<file path="config.mk">
export PLATFORM = sky130hd
export DESIGN_NAME = pwm_pulse_capture
export DESIGN_NICKNAME = d
export VERILOG_FILES = /design/src/rtl/pwm_pulse_capture.sv
export SDC_FILE = /design/constraint.sdc
export NUM_CORES = 1
export LEC_CHECK = 0
export BUFFER_PORTS_ARGS = -buffer_cell sky130_fd_sc_hd__buf_2
export CORE_MARGIN = 2
export CORE_UTILIZATION = 50
export DETAILED_ROUTE_END_ITERATION = 12
export PLACE_DENSITY = 0.75
export SLEW_MARGIN = 20
export SYNTH_ARGS = -nofsm -noshare
export SYNTH_HDL_FRONTEND = slang
export SYNTH_SLANG_ARGS = --single-unit
</file>
<file path="constraint.sdc">
create_clock -name clk -period 2 [get_ports clk]
set_input_delay 0.1 -clock clk [delete_from_list [all_inputs] [get_ports clk]]
set_output_delay 0.1 -clock clk [all_outputs]
set_load 0.1 [all_outputs]
</file>
<file path="src/rtl/pwm_pulse_capture.sv">
// rtl/pwm_pulse_capture.sv - PWM pin synchronizer, glitch filter and pulse-width measurement; optional PWM_CAPTURE_PERIOD_EN adds period_out
module pwm_pulse_capture #(
    parameter int WIDTH_BITS   = 12,
    parameter int MAX_WIDTH    = 2000,
    parameter int FILTER_LEN   = 3,
    parameter int NOSIG_CYCLES = 25000,
    parameter int PERIOD_BITS  = 16
) (
    input  logic                  clk,
    input  logic                  rst_n,
    input  logic                  ena,
    input  logic                  pwm_in,
    output logic [WIDTH_BITS-1:0] width_out,
    output logic                  width_valid,
    output logic                  overflow,
`ifdef PWM_CAPTURE_PERIOD_EN
    output logic                  no_signal,
    output logic [PERIOD_BITS-1:0] period_out
`else
    output logic                  no_signal
`endif
);

    localparam int FW = $clog2(FILTER_LEN + 1);
    localparam int NW = $clog2(NOSIG_CYCLES + 1);

    typedef enum logic [1:0] {IDLE, WAIT_LOW, WAIT_RISE, MEASURE} state_t;

    state_t state, state_n;

    logic          sync1, sync2;
    logic          filt, filt_d;
    logic [FW-1:0] fcnt;
    logic [WIDTH_BITS-1:0] cnt;
    logic [NW-1:0] ncnt;
    logic          rise, fall, at_limit;

    // Input path runs regardless of ena so the filtered level is always current.
    always_ff @(posedge clk or negedge rst_n) begin
        if (!rst_n) begin
            sync1  <= 1'b0;
            sync2  <= 1'b0;
            filt   <= 1'b0;
            filt_d <= 1'b0;
            fcnt   <= '0;
        end else begin
            sync1  <= pwm_in;
            sync2  <= sync1;
            filt_d <= filt;
            if (sync2 != filt) begin
                if (fcnt == FW'(FILTER_LEN - 1)) begin
                    filt <= sync2;
                    fcnt <= '0;
                end else begin
                    fcnt <= fcnt + 1'b1;
                end
            end else begin
                fcnt <= '0;
            end
        end
    end

    assign rise     = filt & ~filt_d;
    assign fall     = ~filt & filt_d;
    assign at_limit = (cnt == WIDTH_BITS'(MAX_WIDTH - 1));

    always_ff @(posedge clk or negedge rst_n) begin
        if (!rst_n) begin
            state <= IDLE;
        end else begin
            state <= state_n;
        end
    end

    always_comb begin
        state_n = state;
        if (!ena) begin
            state_n = IDLE;
        end else begin
            case (state)
                IDLE:      state_n = WAIT_LOW;
                WAIT_LOW:  if (!filt) state_n = WAIT_RISE;
                WAIT_RISE: if (rise) state_n = MEASURE;
                MEASURE: begin
                    if (fall) begin
                        state_n = WAIT_RISE;
                    end else if (filt && at_limit) begin
                        state_n = WAIT_LOW;
                    end
                end
                default:   state_n = IDLE;
            endcase
        end
    end

    always_ff @(posedge clk or negedge rst_n) begin
        if (!rst_n) begin
            width_out   <= '0;
            width_valid <= 1'b0;
            overflow    <= 1'b0;
            no_signal   <= 1'b0;
            cnt         <= '0;
            ncnt        <= '0;
        end else begin
            width_valid <= 1'b0;
            if (!ena) begin
                overflow  <= 1'b0;
                no_signal <= 1'b0;
                cnt       <= '0;
                ncnt      <= '0;
            end else begin
                if (state == WAIT_RISE && rise) begin
                    cnt <= WIDTH_BITS'(1);
                end else if (state == MEASURE) begin
                    if (fall) begin
                        width_out   <= cnt;
                        width_valid <= 1'b1;
                        overflow    <= 1'b0;
                    end else if (filt) begin
                        if (at_limit) begin
                            cnt      <= WIDTH_BITS'(MAX_WIDTH);
                            overflow <= 1'b1;
                        end else begin
                            cnt <= cnt + 1'b1;
                        end
                    end
                end

                // Silence timer only advances while waiting for an edge.
                if (state == WAIT_LOW || state == WAIT_RISE) begin
                    if (state == WAIT_RISE && rise) begin
                        ncnt      <= '0;
                        no_signal <= 1'b0;
                    end else if (ncnt != NW'(NOSIG_CYCLES)) begin
                        ncnt <= ncnt + 1'b1;
                        if (ncnt == NW'(NOSIG_CYCLES - 1)) begin
                            no_signal <= 1'b1;
                        end
                    end
                end
            end
        end
    end

`ifdef PWM_CAPTURE_PERIOD_EN
    logic [PERIOD_BITS-1:0] pcnt, pend;
    logic                   have_prev, pend_v;

    // A period is latched at the rise that closes it and published with that pulse's strobe.
    always_ff @(posedge clk or negedge rst_n) begin
        if (!rst_n) begin
            pcnt       <= '0;
            pend       <= '0;
            pend_v     <= 1'b0;
            have_prev  <= 1'b0;
            period_out <= '0;
        end else if (!ena || state == IDLE || state == WAIT_LOW) begin
            have_prev <= 1'b0;
            pend_v    <= 1'b0;
        end else begin
            if (pcnt != '1) begin
                pcnt <= pcnt + 1'b1;
            end
            if (state == WAIT_RISE && rise) begin
                pcnt      <= PERIOD_BITS'(1);
                have_prev <= 1'b1;
                if (have_prev) begin
                    pend   <= pcnt;
                    pend_v <= 1'b1;
                end
            end
            if (state == MEASURE && fall && pend_v) begin
                period_out <= pend;
                pend_v     <= 1'b0;
            end
        end
    end
`endif

endmodule

</file>
# Yosys cells after proc, flatten, opt, wreduce, memory -nomap -nowiden
# Cells that the tools add are included.
[totals]
regBits = 50
word_cells = 85
in_bits = 4
[classes]
bitwise_logic = 5
muxes = 33
addsub = 3
eq_ne = 21
n_reduce_logical = 11
[op_table]
columns = ["operator", "count"]
rows = [
  ["12-bit two-way mux", 6],
  ["15-bit two-way mux", 4],
  ["3-bit by 1-bit != test with 1-bit output (second input constant)", 6],
  ["15-bit by 1-bit adder with 15-bit output (second input constant)", 1],
  ["15-bit == test (second input constant)", 1],
  ["1-bit two-way mux", 15],
  ["15-bit != test (second input constant)", 1],
  ["2-bit two-way mux", 7],
  ["12-bit by 1-bit adder with 12-bit output (second input constant)", 1],
  ["12-bit by 11-bit == test with 1-bit output (second input constant)", 1],
  ["3-bit AND reduction", 3],
  ["2-bit one-hot mux with 4 select lines", 1],
  ["4-bit AND reduction", 2],
  ["2-bit == test (second input constant)", 3],
  ["3-bit != test (second input constant)", 2],
  ["2-bit by 1-bit != test with 1-bit output (second input constant)", 2],
  ["4-bit != test (second input constant)", 1],
  ["2-bit AND reduction", 2],
  ["3-bit by 2-bit != test with 1-bit output (second input constant)", 1],
  ["1-bit NOT", 3],
  ["2-bit by 1-bit adder with 2-bit output (second input constant)", 1],
  ["1-bit bitwise AND", 2],
  ["2-bit by 1-bit == test with 1-bit output (second input constant)", 1],
  ["1-bit logical AND", 2],
  ["4 further kinds", 4],
]

# Depth between registers and ports, before layout
# Gate-level depths: netlist (run 1).
[logic_depth]
word_depth = 7
depth_mapped = 7
depth_no_buf = 6

# Worst setup path after synthesis (run 1)
# No wires, ideal clock.
[synth_timing]
path_kind = "reg2reg"
startpoint = "register state[0]"
endpoint = "register width_out[10]"
t_arrival_ns = 1.667
stages_incl_launch_ff = 7
setup_slack_ns = 0.207
path_cell_list = "dfrtp_1 ha_1 nand2_1 or3_1 clkbuf_1 buf_2 mux2_2"
[synth_via]
elab_chain_len = 4
elab_cells_between_ends = 5
[synth_lines]
columns = ["item", "line", "source"]
rows = [
  ["start: declaration", "29", "state_t state, state_n;"],
  ["start signal: assignment", "71", "state <= state_n;"],
  ["2-bit == test", "112", "if (state == WAIT_RISE && rise) begin"],
  ["1-bit logical AND", "112", ""],
  ["1-bit NOT (no line)", "-", ""],
  ["4-bit AND reduction (no line) (*)", "-", ""],
  ["end signal: assignment", "116", "width_out <= cnt;"],
  ["end: declaration", "13", "output logic [WIDTH_BITS-1:0] width_out,"],
]
# Mark *: on every way between the ends. The rest lies on a longest branch, timed or not.
# A chain may end at the register's enable or synchronous reset.

# Final worst setup path (run 1)
[layout_timing]
startpoint = "register state[1]"
endpoint = "register ncnt[10]"
[layout_via]
elab_chain_len = 5
elab_cells_between_ends = 10
[layout_lines]
columns = ["item", "line", "source"]
rows = [
  ["2-bit == test", "130, 131", ""],
  ["1-bit logical AND", "131", "if (state == WAIT_RISE && rise) begin"],
  ["15-bit two-way mux", "131", ""],
  ["15-bit two-way mux", "130", "if (state == WAIT_LOW || state == WAIT_RISE) begin"],
  ["15-bit two-way mux", "106", "if (!ena) begin"],
  ["end signal: assignment", "135", "ncnt <= ncnt + 1'b1;"],
  ["end: declaration", "35", "logic [NW-1:0] ncnt;"],
]
# Several ways; a longest one is shown, not always the timed one. The select of a mux whose other input is x is not followed.

==> results.cfg, run 1 <==
[placed_design]
numPortBuffers = 18
placed_area_um2 = 2750
dp_hpwl_um = 3520
place_congestion = 0.892

[timing]
finalSetupViolCount = 0
period_share = 0.931
min_period_ns = 1.86
tightest_slew_ns = 0.633
finalHoldViolCount = 0
slew_violations = 0
slew_headroom = 0.578
finalSetupTns_ns = 0
max_freq_mhz = 537
whs_ns = 0.145
fin_skew_ns = 0.00742
rsz0062_at_grt = false

[clock_tree]
clockRootBuffer = clkbuf_8
cts_setup_buffers = 0
htreeDepth = 2
clockBufferDepth = 2
clkSlewWorstSetupHoldPaths_ns = 0.09
clock-sinks = 50
cts_buffers = 5
clock_latency_ns = 0.30
cts_tree = built

[logic_synthesis]
synth.net_count = 255
synthCells = 244
syn_area_um2 = 2480
avgSynthCellArea_um2 = 10.2
synth_top_flop_cell = dfrtp_1
synth_cell_type_count = 44
synth-edff-count = 0
yosysSeqAreaShare = 0.505
ys_ff_latch = 50
postSynth.asyncResetShare = 1.00
yosys_warnings = 0

[die]
die_w_um = 74.4
die_area_um2 = 5530
fp-row-count = 25
io_pins = 19
initial_utilization = 0.521
die-height_um = 74.4
core_area_um2 = 4750

[detailed_routing]
post-route-drc-count = 0
dr.first_iter.drc_count = 134
drt_pre_antenna_iters = 4
antenna_left = 0
vias_per_cell = 5.64
wl_per_cell_um = 14.4
vias = 1974
postRouteWirelength_um = 5020

[cells_and_area]
final_area_um2 = 2870
area_growth_pct = 15.9
drive_above_1_share = 0.208
fin_nets = 293
utilization = 0.604
antenna_cells = 0

[global_routing]
grt_pass1_vias = 1885
grt_usage = 0.199
grt_pass1_wl_um = 8470
antenna_found_initial = 0
grt_overflow = 0
grt_max_degree = 51

[pwr]
p_per_area_nw_per_um2 = 859
power.share.clock = 0.243
peakVddDrop_mv = 0.684
p_int_w = 0.00164
p_seq_frac = 0.484
switching_share = 0.335
p_leak_nw = 1.29
pwr-share-comb = 0.273
p_sw_w = 0.000827

[status]
status = complete, no violations

[setup_path]
cp_max_fo = 7
crit_type = register to register
cpPeakStageDelay_ns = 0.40
cp.required_ns = 2.23
r2r_cells = 7
crit_path_top_delay_cell = dfrtp_1
end_kind = register
path_cells = inv_1, ha_1, nand2b_1, nand4_1, buf_4, or3_1, a21oi_1
critPathArrivalTime_ns = 2.09
setup.worst_path.start_class = register

[run]
cap_violations = 0

[min_path]
hold_depth = 2
hold_path_class = input pin to register
==> sequential cells by signal, indices dropped and copies added (netlist names) <==
register,flops
sync2,1
filt,1
ncnt,15
sync1,1
no_signal,1
filt_d,1
overflow,1
fcnt,2
state,2
width_valid,1
width_out,12
cnt,12
==> final timing paths <==
kind | slack, ns | endpoint | from
setup reg to reg | 0.14 | ncnt[10] | state[1]
min in group asynchronous | 0.42 | ncnt[1] | rst_n
max in group asynchronous | 1.12 | state[0] | rst_n
setup / recovery | 0.14 | ncnt[10] | state[1]
hold reg to reg | 0.37 | sync2 | sync1
hold / removal | 0.14 | cnt[0] | ena
==> final cells by class <==
type | instances | area [um^2]
Clock buffer | 7 | 86.3
Inverter | 14 | 52.6
Multi-Input combinational cell | 173 | 1140
Timing Repair Buffer | 38 | 245
Fill cell | 418 | 1880
Clock inverter | 1 | 5.00
Tap cell | 67 | 83.8
Sequential cell | 50 | 1250
==> stage by stage <==
step	setup WS [ns]	power, W	std cells
floorplan	0.207	0.00166	244
global route	0.00264	0.00261	350
global placement	0.232	0.00185	340
finish	0.139	0.00247	350
CTS	0.0924	0.00248	350
detailed placement	0.151	0.00188	340
==> layout by cell type, fill, tap and decap left out, types with 2 or more instances in the layout <==
master	synthesis	final
dlygate4sd3_1	0	2
ha_1	7	7
o21ai_0	11	11
buf_4	1	18
or3_1	7	7
buf_2	3	18
and2_1	3	3
nand2_1	15	15
a21oi_1	16	16
nand3_1	9	8
a31oi_1	4	4
or4_1	5	5
o2bb2ai_1	2	2
o22ai_1	2	2
nor3_1	13	13
o21a_1	2	2
nand3b_1	2	2
inv_1	14	14
dfrtp_1	50	49
xor2_1	2	2
nand4_1	5	5
xnor2_1	7	7
nor2_1	14	14
o31ai_1	7	7
clkbuf_8	0	6
and3_1	2	2
nor4_1	5	5
mux2_2	11	11
nand2b_1	6	6
==> Yosys cell counts (2+ instances only) <==
library cell	instances	area, um^2
dfrtp_1	50	1250
nand4_1	5	31.3
nor4_1	5	31.3
clkbuf_1	3	11.3
nor2_1	14	52.6
and3_1	2	12.5
xnor2_1	7	61.3
nand3_1	9	45.0
xor2_1	2	17.5
nor3_1	13	65.1
or4_1	5	37.5
o22ai_1	2	12.5
mux2_2	11	124
o31ai_1	7	52.6
nand3b_1	2	15.0
inv_1	14	52.6
and2_1	3	18.8
or3_1	7	43.8
ha_1	7	87.6
o21a_1	2	15.0
a31oi_1	4	25.0
buf_2	3	15.0
a21oi_1	16	80.1
o21ai_0	11	55.1
nand2b_1	6	37.5
o2bb2ai_1	2	17.5
nand2_1	15	56.3
==> routing by layer <==
metal	share of wire	routed length, um	track usage	vias to the layer above
li1	-	-	-	965
met1	0.48	2420	0.271	957
met2	0.47	2350	0.314	44
met3	0.034	169	0.0352	8
met4	0.016	79	0.0833	0
met5	0	0	0	-
==> power groups by stage <==
| stage | Combinational [W] | Sequential (W) | Clock (W) |
|---|---|---|---|
| after CTS | 0.000672 | 0.00119 | 0.000616 |
| final | 0.000673 | 0.00119 | 0.000600 |
| after floorplan | 0.000388 | 0.00127 | 0 |
| after detailed placement | 0.000668 | 0.00121 | 0 |
| after global routing | 0.000744 | 0.00121 | 0.000660 |
| after global placement | 0.000651 | 0.00120 | 0 |
==> repair_timing <==
item,in CTS,in global routing
setup endpoints to repair,0,1
hold endpoints to repair,51,0
gates resized for setup,0,2
hold buffers,2,0
==> kinds of logic (layout without fill, tap and decap cells) <==
kind of cell / count (synthesis) / count (layout) / synth area share
multiplexers: 12 / 12 / 0.0540
AO/OA/AOI/OAI: 51 / 51 / 0.128
AND/OR/NAND/NOR: 94 / 94 / 0.211
flip-flops: 50 / 50 / 0.505
buffers and inverters: 21 / 60 / 0.0348
XOR/XNOR: 9 / 9 / 0.0318
adder cells (fa/ha/maj): 7 / 7 / 0.0354
==> critical path, delay by kind of cell, from the launching register on <==
family,cells,cell delay [ns]
compound gates,1,0.14
fa+ha+maj,1,0.33
buf+inv,2,0.30
flops,1,0.40
simple gates,3,0.63
No activity file was read; power rests on OpenSTA's default activity.
==> run 2: changes to the inputs <==
--- a/config.mk
+++ b/config.mk
@@ -5,11 +5,11 @@
 export SDC_FILE = /design/constraint.sdc
 export NUM_CORES = 1
 export LEC_CHECK = 0
-export BUFFER_PORTS_ARGS = -buffer_cell sky130_fd_sc_hd__buf_2
 export CORE_MARGIN = 2
 export CORE_UTILIZATION = 50
 export DETAILED_ROUTE_END_ITERATION = 12
-export PLACE_DENSITY = 0.75
+export DONT_BUFFER_PORTS = 1
+export PLACE_DENSITY = 0.72
 export SLEW_MARGIN = 20
 export SYNTH_ARGS = -nofsm -noshare
 export SYNTH_HDL_FRONTEND = slang
==> results.cfg, run 2 (same netlist as run 1, synthesis figures left out) <==
[clock_tree]
cts_buffers = 5
htreeDepth = 2
clock_latency_ns = 0.30
clockRootBuffer = clkbuf_8
cts_tree = built
clockBufferDepth = 2
clkSlewWorstSetupHoldPaths_ns = 0.10
clock-sinks = 50

[detailed_routing]
dr.max_layer_used = met4
postRouteWirelength_um = 4920
post-route-drc-count = 0
met3_length_um = 134
antenna_left = 0
dr.first_iter.drc_count = 98
vias_per_cell = 5.61
drt_pre_antenna_iters = 6
vias = 1930
wl_per_cell_um = 14.3
wl_met2_um = 2420
wirelength_met1_um = 2310

[setup_path]
cp_max_fo = 6
critical_path.top_delay_family = simple AND/OR/NAND/NOR gates
cp_num_buf_inv = 2
cpPeakStageDelay_ns = 0.40
ff2ff_setup_slack_ns = 0.10
end_kind = register
critPathLaunch = state[1]
reg2reg_from = state[1]
cp.required_ns = 2.23
setup.worst_path.start_class = register
path_cells = inv_1, ha_1, nand2b_4, nand4_1, buf_4, or3_1, a21oi_1
critPathArrivalTime_ns = 2.13
crit_path_top_delay_cell = dfrtp_1
crit_type = register to register

[timing]
slew_headroom = 0.562
min_period_ns = 1.90
finalSetupViolCount = 0
fin_skew_ns = 0.00719
finalHoldViolCount = 0
tightest_slew_ns = 0.657
slew_violations = 0
fin_ws_ns = 0.103
finalSetupTns_ns = 0
rsz0062_at_grt = true
period_share = 0.949
max_freq_mhz = 527
whs_ns = 0.0282

[pwr]
p_per_area_nw_per_um2 = 881
peakVddDrop_mv = 0.441
p_leak_nw = 1.28

[status]
status = complete, no violations

[min_path]
hold_path_class = input pin to register
hp-start = ena

[global_routing]
grt_usage = 0.205
antenna_found_initial = 0
grt_overflow = 0
grt_pass1_vias = 1898
grt_max_degree = 51
grt_pass1_wl_um = 8760

[placed_design]
numPortBuffers = 0
dp_hpwl_um = 3370
place_congestion = 0.917
place_ws_ns = 0.109

[cells_and_area]
regMostFlops = ncnt
final_common_cell = dfrtp_1
area_growth_pct = 17.7
largest_reg_flops = 15
antenna_cells = 0
drive_above_1_share = 0.191
layout_common_cells = 50 x dfrtp_1, 28 x buf_4, 16 x a21oi_1
top_regs = ncnt: 15 flops, cnt: 12 flops, width_out: 12 flops
fin_nets = 287

[die]
io_pins = 19
die-height_um = 74.4
fp-row-count = 25
core_area_um2 = 4750
initial_utilization = 0.521
die_area_um2 = 5530
die_w_um = 74.4

[run]
cap_violations = 0
## run 2: final timing paths
| check | endpoint | cells after the start |
|---|---|---|
| setup / recovery | ncnt[8] | 7 |
| hold / removal | ncnt[5] | 2 |
| setup reg to reg | ncnt[8] | 7 |
| hold reg to reg | sync2 | 0 |
| max in group asynchronous | fcnt[1] | 2 |
| min in group asynchronous | no_signal | 2 |
## run 2: through the flow
step | util | total power (W) | instances | instance area [um^2]
6_report | 0.613 | 0.00257 | 344 | 2920
5_1_grt | 0.613 | 0.00274 | 344 | 2920
3_3_place_gp | 0.573 | 0.00180 | 330 | 2720
2_1_floorplan | - | 0.00166 | 244 | 2480
3_5_place_dp | 0.573 | 0.00182 | 330 | 2720
4_1_cts | 0.608 | 0.00257 | 342 | 2890
## run 2: timing repair
action | CTS | global route
buffers inserted | 0 | 2
hold buffers | 4 | 0
hold endpoints to repair | 53 | 0
gates resized for setup | 0 | 2
setup endpoints to repair | 0 | 3
## run 2: metal layers
metal | vias up | track usage
met1 | 937 | 0.274
li1 | 952 | -
met5 | - | 0
met4 | 0 | 0.0595
met2 | 33 | 0.331
met3 | 8 | 0.0515
## run 2: power breakdown
part           internal [W]  switching (W)  total [W]
logic              0.000253       0.000395   0.000647
clock network      0.000375       0.000346   0.000721
registers           0.00110       0.000102    0.00120
## run 2: final cells by class
| type | count | area (um^2) |
|---|---|---|
| clock buffers | 5 | 68.8 |
| inverters | 14 | 52.6 |
| repair buffers | 32 | 268 |
| clock inverters | 3 | 43.8 |
| multi-input cells | 173 | 1150 |
| flip-flops and latches | 50 | 1250 |
| fillers | 410 | 1840 |
| well taps | 67 | 83.8 |
==> run 3: changes to the inputs <==
--- a/config.mk
+++ b/config.mk
@@ -9,6 +9,7 @@
 export CORE_UTILIZATION = 50
 export DETAILED_ROUTE_END_ITERATION = 12
 export DONT_BUFFER_PORTS = 1
+export GPL_TIMING_DRIVEN = 1
 export PLACE_DENSITY = 0.72
 export SLEW_MARGIN = 20
 export SYNTH_ARGS = -nofsm -noshare
==> constraint.sdc (replaced) <==
create_clock -name clk -period 2.2 [get_ports clk]
set_input_delay 0.11 -clock clk [delete_from_list [all_inputs] [get_ports clk]]
set_output_delay 0.11 -clock clk [all_outputs]
set_load 0.1 [all_outputs]
==> results.cfg, run 3 (same netlist as run 1, synthesis figures left out) <==
[detailed_routing]
postRouteWirelength_um = 4720
post-route-drc-count = 0
drt_pre_antenna_iters = 4
vias = 1889
dr.first_iter.drc_count = 112
vias_per_cell = 5.67
wl_per_cell_um = 14.2
antenna_left = 0

[setup_path]
critPathArrivalTime_ns = 2.15
cp_max_fo = 14
cp.required_ns = 2.39
setup.worst_path.start_class = register
crit_type = register to register
end_kind = register

[die]
die_w_um = 74.4
fp-row-count = 25
core_area_um2 = 4750
die_area_um2 = 5530
die-height_um = 74.4
io_pins = 19
initial_utilization = 0.521

[global_routing]
antenna_found_initial = 0
grt_usage = 0.196
grt_max_degree = 51
grt_overflow = 0
grt_pass1_wl_um = 8380
grt_pass1_vias = 1841

[timing]
max_freq_mhz = 508
period_share = 0.894
fin_skew_ns = 0.00888
finalSetupTns_ns = 0
slew_headroom = 0.415
tightest_slew_ns = 0.878
min_period_ns = 1.97
finalSetupViolCount = 0
rsz0062_at_grt = false
finalHoldViolCount = 0
slew_violations = 0

[clock_tree]
clkSlewWorstSetupHoldPaths_ns = 0.09
clock_latency_ns = 0.30
cts_tree = built
clock-sinks = 50
cts_buffers = 5
clockRootBuffer = clkbuf_8
htreeDepth = 2
clockBufferDepth = 2

[cells_and_area]
top_regs = ncnt: 15 flops, cnt: 12 flops, width_out: 12 flops
layout_common_cells = 50 x dfrtp_1, 17 x buf_4, 16 x a21oi_1
utilization = 0.591
fillers = 412
drive_above_1_share = 0.154
antenna_cells = 0
area_growth_pct = 13.3
largest_reg_flops = 15
fin_nets = 276
regMostFlops = ncnt
final_common_cell = dfrtp_1

[pwr]
peakVddDrop_mv = 0.532
power.share.clock = 0.245
p_seq_frac = 0.508
p_int_w = 0.00142
switching_share = 0.344
p_leak_nw = 1.21
p_sw_w = 0.000744
pwr-share-comb = 0.247
p_per_area_nw_per_um2 = 772

[status]
status = complete, no violations

[placed_design]
place_congestion = 0.836
numPortBuffers = 0
dp_hpwl_um = 3220

[run]
cap_violations = 0

[min_path]
hold_path_class = input pin to register
run 3: layout make-up:
type / count / area, um^2 / area share
clock buffer: 5 / 68.8 / 0.0245
clock inverter: 3 / 21.3 / 0.00758
inverter: 14 / 52.6 / 0.0187
multi-input combinational: 173 / 1140 / 0.408
sequential: 50 / 1250 / 0.446
tap: 67 / 83.8 / 0.0299
timing repair buffer: 21 / 185 / 0.0660
run 3: layer usage:
layer / global-route usage / share of wire / routed length (um)
met1: 0.260 / 0.49 / 2290
met2: 0.317 / 0.48 / 2260
met3: 0.0488 / 0.032 / 150
met4: 0.0615 / 0.0051 / 24
met5: 0 / 0 / 0
run 3: critical path, cell delays in order, from the launching register on:
cell	delay, ns
dfrtp_1	0.48
ha_1	0.31
nand2_1	0.11
or3_1	0.59
mux2_2	0.37
run 3: stage by stage:
stage	setup slack [ns]	std cells	power, W	hold slack [ns]	area (um^2)
final	0.233	333	0.00217	0.0532	2810
after global routing	0.0795	333	0.00231	0.0631	2810
after CTS	0.151	332	0.00219	0.0282	2800
after detailed placement	0.175	320	0.00162	-0.184	2650
after global placement	0.225	320	0.00162	-0.184	2650
after floorplan	0.407	244	0.00151	-0.186	2480
run 3: final timing paths:
| kind | startpoint | endpoint | slack (ns) | depth (start not counted) |
|---|---|---|---|---|
| max | state[0] | width_out[0] | 0.23 | 4 |
| min | ena | ncnt[5] | 0.05 | 2 |
| max reg2reg | state[0] | width_out[0] | 0.23 | 4 |
| min reg2reg | sync1 | sync2 | 0.36 | 0 |
| max in group asynchronous | rst_n | fcnt[1] | 1.65 | 2 |
| min in group asynchronous | rst_n | ncnt[3] | 0.31 | 2 |
run 3: repair_timing:
item,4_1_cts,5_1_grt
setup endpoints to repair,0,2
hold buffers,4,0
buffers inserted,0,1
endpoints found under the hold margin,53,0
gates resized for setup,0,1
run 3: power groups by stage:
stage / sequential (W) / clock (W) / combinational [W]
finish: 0.00110 / 0.000532 / 0.000535
global route: 0.00112 / 0.000584 / 0.000603
CTS: 0.00110 / 0.000553 / 0.000537
detailed placement: 0.00112 / 0 / 0.000505
global placement: 0.00112 / 0 / 0.000501
floorplan: 0.00116 / 0 / 0.000353
